**config.mk**
```make
export PLATFORM = sky130hd
export DESIGN_NAME = sig_display
export DESIGN_NICKNAME = d
export VERILOG_FILES = /design/src/rtl/sig_display.sv
export SDC_FILE = /design/constraint.sdc
export NUM_CORES = 1
export LEC_CHECK = 0
export CORE_AREA = 2 2 103 105
export DETAILED_ROUTE_END_ITERATION = 8
export DIE_AREA = 0 0 105 107
export PLACE_DENSITY_LB_ADDON = 0.3
export SYNTH_ARGS = -nofsm -noshare
export SYNTH_HDL_FRONTEND = slang
export SYNTH_SLANG_ARGS = --single-unit
```
**constraint.sdc**
```tcl
create_clock -name clock -period 4.39 [get_ports clock]
set_input_delay 0.6585 -clock clock [delete_from_list [all_inputs] [get_ports clock]]
set_output_delay 0.6585 -clock clock [all_outputs]
set_load 0.01 [all_outputs]
```
**src/rtl/sig_display.sv**
```systemverilog
// Signature display for the signature analyser: captures each final signature,
// multiplexes it onto four HP-charset 7-segment digits, stretches the gate pulse
// into a visible LED and flags signatures that changed between captures.
module sig_display #(
    parameter int SCAN_DIV     = 1024,
    parameter int GATE_STRETCH = 50000
) (
    input  logic        clock,
    input  logic        reset_l,
    input  logic        sig_valid,
    input  logic [15:0] signature,
    input  logic        hold,
    output logic [3:0]  digit_sel,
    output logic [6:0]  segments,
    output logic        gate_led,
    output logic        unstable
);

    localparam int PW = (SCAN_DIV > 1) ? $clog2(SCAN_DIV) : 1;
    localparam int GW = $clog2(GATE_STRETCH + 1);
    localparam logic [PW-1:0] PRESC_MAX = PW'(SCAN_DIV - 1);
    localparam logic [GW-1:0] GATE_LOAD = GW'(GATE_STRETCH);

    logic [15:0]   r_disp_sig;
    logic          r_have_sig;
    logic          r_unstable;
    logic [GW-1:0] r_gate_cnt;
    logic [PW-1:0] r_presc;
    logic [1:0]    r_digit_idx;
    logic [3:0]    r_digit_sel;
    logic [6:0]    r_segments;

    logic          w_capture;
    logic          w_wrap;
    logic [3:0]    w_nibble;
    logic [6:0]    w_glyph;
    logic [3:0]    w_sel_onehot;

    assign w_capture = sig_valid && !hold;
    assign w_wrap    = (r_presc == PRESC_MAX);

    // Capture path: hold freezes the displayed value and the stability flag.
    always_ff @(posedge clock or negedge reset_l) begin
        if (!reset_l) begin
            r_disp_sig <= 16'h0000;
            r_have_sig <= 1'b0;
            r_unstable <= 1'b0;
        end else if (w_capture) begin
            r_disp_sig <= signature;
            r_have_sig <= 1'b1;
            r_unstable <= r_have_sig && (signature != r_disp_sig);
        end
    end

    // Every pulse reloads the stretch counter, even while held.
    always_ff @(posedge clock or negedge reset_l) begin
        if (!reset_l) begin
            r_gate_cnt <= '0;
        end else if (sig_valid) begin
            r_gate_cnt <= GATE_LOAD;
        end else if (r_gate_cnt != '0) begin
            r_gate_cnt <= r_gate_cnt - 1'b1;
        end
    end

    always_ff @(posedge clock or negedge reset_l) begin
        if (!reset_l) begin
            r_presc     <= '0;
            r_digit_idx <= 2'd3;
        end else begin
            r_presc <= w_wrap ? '0 : r_presc + 1'b1;
            if (w_wrap) begin
                r_digit_idx <= r_digit_idx - 2'd1;
            end
        end
    end

    always_comb begin
        w_nibble = r_disp_sig[3:0];
        case (r_digit_idx)
            2'd3:    w_nibble = r_disp_sig[15:12];
            2'd2:    w_nibble = r_disp_sig[11:8];
            2'd1:    w_nibble = r_disp_sig[7:4];
            default: w_nibble = r_disp_sig[3:0];
        endcase
    end

    // HP signature charset: 0-9, A, C, F, H, P, U.
    always_comb begin
        w_glyph = 7'h00;
        case (w_nibble)
            4'h0: w_glyph = 7'h3F;
            4'h1: w_glyph = 7'h06;
            4'h2: w_glyph = 7'h5B;
            4'h3: w_glyph = 7'h4F;
            4'h4: w_glyph = 7'h66;
            4'h5: w_glyph = 7'h6D;
            4'h6: w_glyph = 7'h7D;
            4'h7: w_glyph = 7'h07;
            4'h8: w_glyph = 7'h7F;
            4'h9: w_glyph = 7'h6F;
            4'hA: w_glyph = 7'h77;
            4'hB: w_glyph = 7'h39;
            4'hC: w_glyph = 7'h71;
            4'hD: w_glyph = 7'h76;
            4'hE: w_glyph = 7'h73;
            default: w_glyph = 7'h3E;
        endcase
    end

    assign w_sel_onehot = 4'b0001 << r_digit_idx;

    // Digit enable and segment pattern are registered together so they never skew.
    always_ff @(posedge clock or negedge reset_l) begin
        if (!reset_l) begin
            r_digit_sel <= 4'b0000;
            r_segments  <= 7'h00;
        end else begin
            r_digit_sel <= w_sel_onehot;
            r_segments  <= r_have_sig ? w_glyph : 7'h40;
        end
    end

    assign digit_sel = r_digit_sel;
    assign segments  = r_segments;
    assign gate_led  = (r_gate_cnt != '0);
    assign unstable  = r_unstable;

endmodule
```
---- Word level (Yosys, flattened, before mapping) ----
Memory sizes are Yosys's and may differ from the RTL's.
Cells that the tools add are included.
word-level totals
  register bits ........................... 57
  bits in read-only memories .............. 112
  output and inout port bits .............. 13
  logic and storage cells ................. 28
  memories ................................ 1
operators by class
  $add $sub $neg .......................... 3
  equality and inequality tests ........... 5
  shift-type cells ........................ 1
  multiplexer cells ....................... 5
  reductions and logical operators ........ 5
memory list
  name              depth  bits a word  rd ports  clocked after memory_dff  write ports  line  text
  (name not given)  16     7            1         0                         0            91    case (w_nibble)
operators with widths
  operator                 count
  $mux W16                 2
  $ne A16 B16 Y1           1
  $reduce_bool A16 Y1      1
  $sub A16 B1 Y16 const B  1
  $pmux W4 S3              1
  $add A10 B1 Y10 const B  1
  $eq A10 B10 Y1 const B   1
  $mux W10                 1
  $mux W7                  1
  $eq A2 B2 Y1 const B     2
  $shl A1 B2 Y4 const A    1
  $eq A2 B1 Y1 const B     1
  $logic_and A1 B1 Y1      2
  $reduce_bool A2 Y1       1
  $sub A2 B1 Y2 const B    1
  $logic_not A1 Y1         1

---- Logic depth before layout (Yosys ltp) ----
An unclocked memory read counts as a cell.
  depth after elaboration ................. 4
  gate-level depth with buffers ........... 9

---- Worst setup path after synthesis ----
No wires, ideal clock.
  path type ............................... register -> register
  start point ............................. register r_digit_idx[0]
  end point ............................... register r_segments[3], in the netlist segments[3]
  setup time .............................. 82 ps
  arrival time ............................ 2117 ps
  data required time ...................... 4308 ps
  setup slack ............................. 2190 ps
  stages on the path, launching flop included .. 9
  buffers on the path ..................... 1
  clock period less this slack ............ 2200 ps
  cell sequence ........................... dfstp_2 -> inv_1 -> ha_1 -> clkbuf_1 -> mux2i_1 -> inv_1 -> ha_1 -> mux2_2 -> o22ai_1
between the ends
  cells in the longest elaborated chain, start to end .. 4
ends and longest elaborated chain
  element                                       line  text
  from (decl)                                   29    logic [1:0] r_digit_idx;
  from (signal assigned)                        73    r_digit_idx <= r_digit_idx - 2'd1;
  $eq A2 B1 Y1 or $eq A2 B2 Y1 (tied branches)  80    case (r_digit_idx)
  $pmux W4 S3 (*)                               80
  $mem_v2 Z16 W7 (*)                            --
  $mux W7 (*)                                   120   r_segments <= r_have_sig ? w_glyph : 7'h40;
  to (signal assigned)                          120
  to (decl)                                     31    logic [6:0] r_segments;
Mark *: on every way between the ends. The rest lies on a longest branch, timed or not.
A chain may end at the register's enable or synchronous reset.

---- Worst setup path after layout ----
  start point ............................. register r_gate_cnt[8]
  end point ............................... output gate_led
between the ends
  cells in the longest elaborated chain, start to end .. 1
ends and longest elaborated chain
  element                 line  text
  from (decl)             27    logic [GW-1:0] r_gate_cnt;
  from (signal assigned)  62    r_gate_cnt <= r_gate_cnt - 1'b1;
  $reduce_bool A16 Y1     126   assign gate_led = (r_gate_cnt != '0);
  to (decl)               15    output logic gate_led,
Every way passes these cells.

==> reports/results.ini <==
[sta]
tns_ns=0
holdWs_ns=0.455
finalSetupViolations=0
period_share_pct=65.2
max_freq_mhz=349
skew_ns=0.00514
maxSlewViolCount=0
hold_viol=0
grt_setup_unrepaired=no
slew-limit-headroom_pct=46.9
finalCriticalPeriod_ns=2.86
worst_slew_pin_slew_ns=0.790

[synth]
yosysMostFrequentCell=dfrtp_1
yosysTopAreaCell=dfrtp_1
yosys.area.top_type_share_pct=46.6
ys_warn_count=0
syn_nets=302
synth.distinct_cells=44
ys_seq_elements=57
syn_inst=271
synth_common_cells=55 x dfrtp_1, 19 x xnor2_1, 17 x a21oi_1, 17 x inv_1, 17 x mux2_2
synth-main-ff-cell=dfrtp_1
syn_area_sq_um=2960
yosys-top-cells-area=dfrtp_1 47%, mux2_2 6.5%, xnor2_1 5.6%
synth-async-reset-ratio_pct=100
avgSynthCellArea_sq_um=10.9
synth-edff-count=0
seq_area_frac_synth_pct=48.3

[cts]
cts_made_buffers=9
htreeDepth=3
post_cts.repair.setup_buffers=0
cts_tree=yes
cts_hold_buf=0
clock_path_buffers=2
path_clk_slew_ns=0.07
clock-sinks=57
clockRootBuffer=clkbuf_8
clk_latency_ns=0.35
cts.repair.resized=0

[die]
core_sq_um=10100
die_area_sq_um=11200
io_pins=33
dieHeight_microns=107
dieWidth_microns=105
rows=37
start_util_pct=29.3

[layout]
drive_above_1_share_pct=15.7
area_growth_pct=21.6
seqCellArea_sq_um=1430
finalNetCount=339
n_antenna_cell=0
fillers=1070
multi_input_area_sq_um=1430
final_util_pct=35.6

[global_routing]
grtUsageTotal_pct=11.7
grt_pass1_vias=2107
grt_overflow=0
grt_pass1_wl_microns=10300
antenna_found_initial=0
grt_max_degree=58

[critical_path]
worstSetupEndpointType=primary output
critPathMaxFanout=5
start_kind=flip-flop
crit_required_ns=3.73
worstPathArrival_ns=2.21
worstSetupPathType=reg2out

[hold_path]
hp-class=in2async

[route]
remaining_drc_errors=0
viasPerCell=4.68
vias=2100
dr.pass1.iters=6
drt-total-wl_microns=6060
wire_per_inst_microns=13.5
ant_nets=0
drt-initial-drc-count=73

[power_and_ir_drop]
peakVddDrop_v=0.000126
p_leak_nw=1.44
pwr_density_cell_nw_per_um2=352

[placement]
place_congestion=0.762
dp_hpwl_microns=4150
numPortBuffers=32

[run]
maxCapViolCount=0

[status]
status=finished clean

[per-stage QoR]
| step | instances | worst slack, ns | total power [mW] | instance area (sq um) |
|---|---|---|---|---|
| 4_1_cts | 449 | 1.52 | 1.29 | 3600 |
| 3_5_place_dp | 433 | 1.78 | 0.836 | 3420 |
| 6_report | 449 | 1.53 | 1.26 | 3600 |
| 5_1_grt | 449 | 1.38 | 1.34 | 3600 |
| 3_3_place_gp | 433 | 1.80 | 0.833 | 3420 |
| 2_1_floorplan | 271 | 2.19 | 0.745 | 2960 |
[area by class of cell]
cell class              count  area share, %
clock buffers              11           3.93
repair buffers             34           9.19
multi-input cells         189           39.8
flip-flops and latches     57           39.7
inverters                  17           1.77
clock inverters             5          0.870
well taps                 136           4.73
[registers in the layout, indices dropped and copies added, names as in the netlist]
register / cells
r_gate_cnt: 16
r_disp_sig: 16
r_presc: 10
segments: 7
r_have_sig: 1
r_digit_idx: 2
unstable: 1
digit_sel: 4
[cells by family (layout without fill, tap and decap cells)]
group | Yosys count | after routing | synth area share [%]
AO/OA/AOI/OAI | 50 | 50 | 11.0
buffers and inverters | 25 | 67 | 3.30
multiplexers | 27 | 27 | 9.94
adder cells (fa/ha/maj) | 11 | 11 | 4.66
XOR/XNOR | 23 | 23 | 6.81
flip-flops | 57 | 57 | 48.3
AND/OR/NAND/NOR | 78 | 78 | 16.0
[power by group]
part	internal, mW	total (mW)	switching [mW]
clock	0.218	0.441	0.223
sequential	0.569	0.605	0.0358
combinational	0.119	0.219	0.0997
total	0.906	1.26	0.358
[final timing paths]
path / slack (ns) / from / to / cells past startpoint
hold reg to reg: 0.49 / r_presc[9] / r_presc[9] / 1
setup / recovery: 1.53 / r_gate_cnt[8] / gate_led / 4
max in group asynchronous: 3.45 / reset_l / r_disp_sig[8] / 2
min in group clock: 0.49 / r_presc[9] / r_presc[9] / 1
hold / removal: 0.46 / reset_l / segments[0] / 2
setup reg to reg: 1.91 / r_digit_idx[1] / segments[3] / 8
[placed cells by master (no fill, tap or decap), types with 3 or more instances in the layout]
master	instances
nand3_1	8
clkbuf_8	10
nor2_1	11
clkdlybuf4s50_1	31
o21ai_0	8
nor3_1	5
xnor2_1	19
a21oi_1	17
mux2i_1	8
nand4_1	7
a222oi_1	4
and3_1	3
nor2b_1	5
xor2_1	4
o31ai_1	6
or3_1	7
clkinv_2	3
nand2_1	14
dfrtp_1	55
mux2_2	17
nor4_1	3
inv_1	17
ha_1	11
a31oi_1	3
[routing by layer]
layer	share of wire (%)	GRT usage, %
met1	50	15.8
met2	44	17.3
met3	4.3	2.67
met4	2.0	6.86
met5	0	0
[critical path: stages (launching register included)]
cell and delay, ns:
dfrtp_1 0.41, nor3_1 0.46, and3_1 0.34, nand3_1 0.13, clkdlybuf4s50_1 0.51
Power figures use the tool's default switching activity.
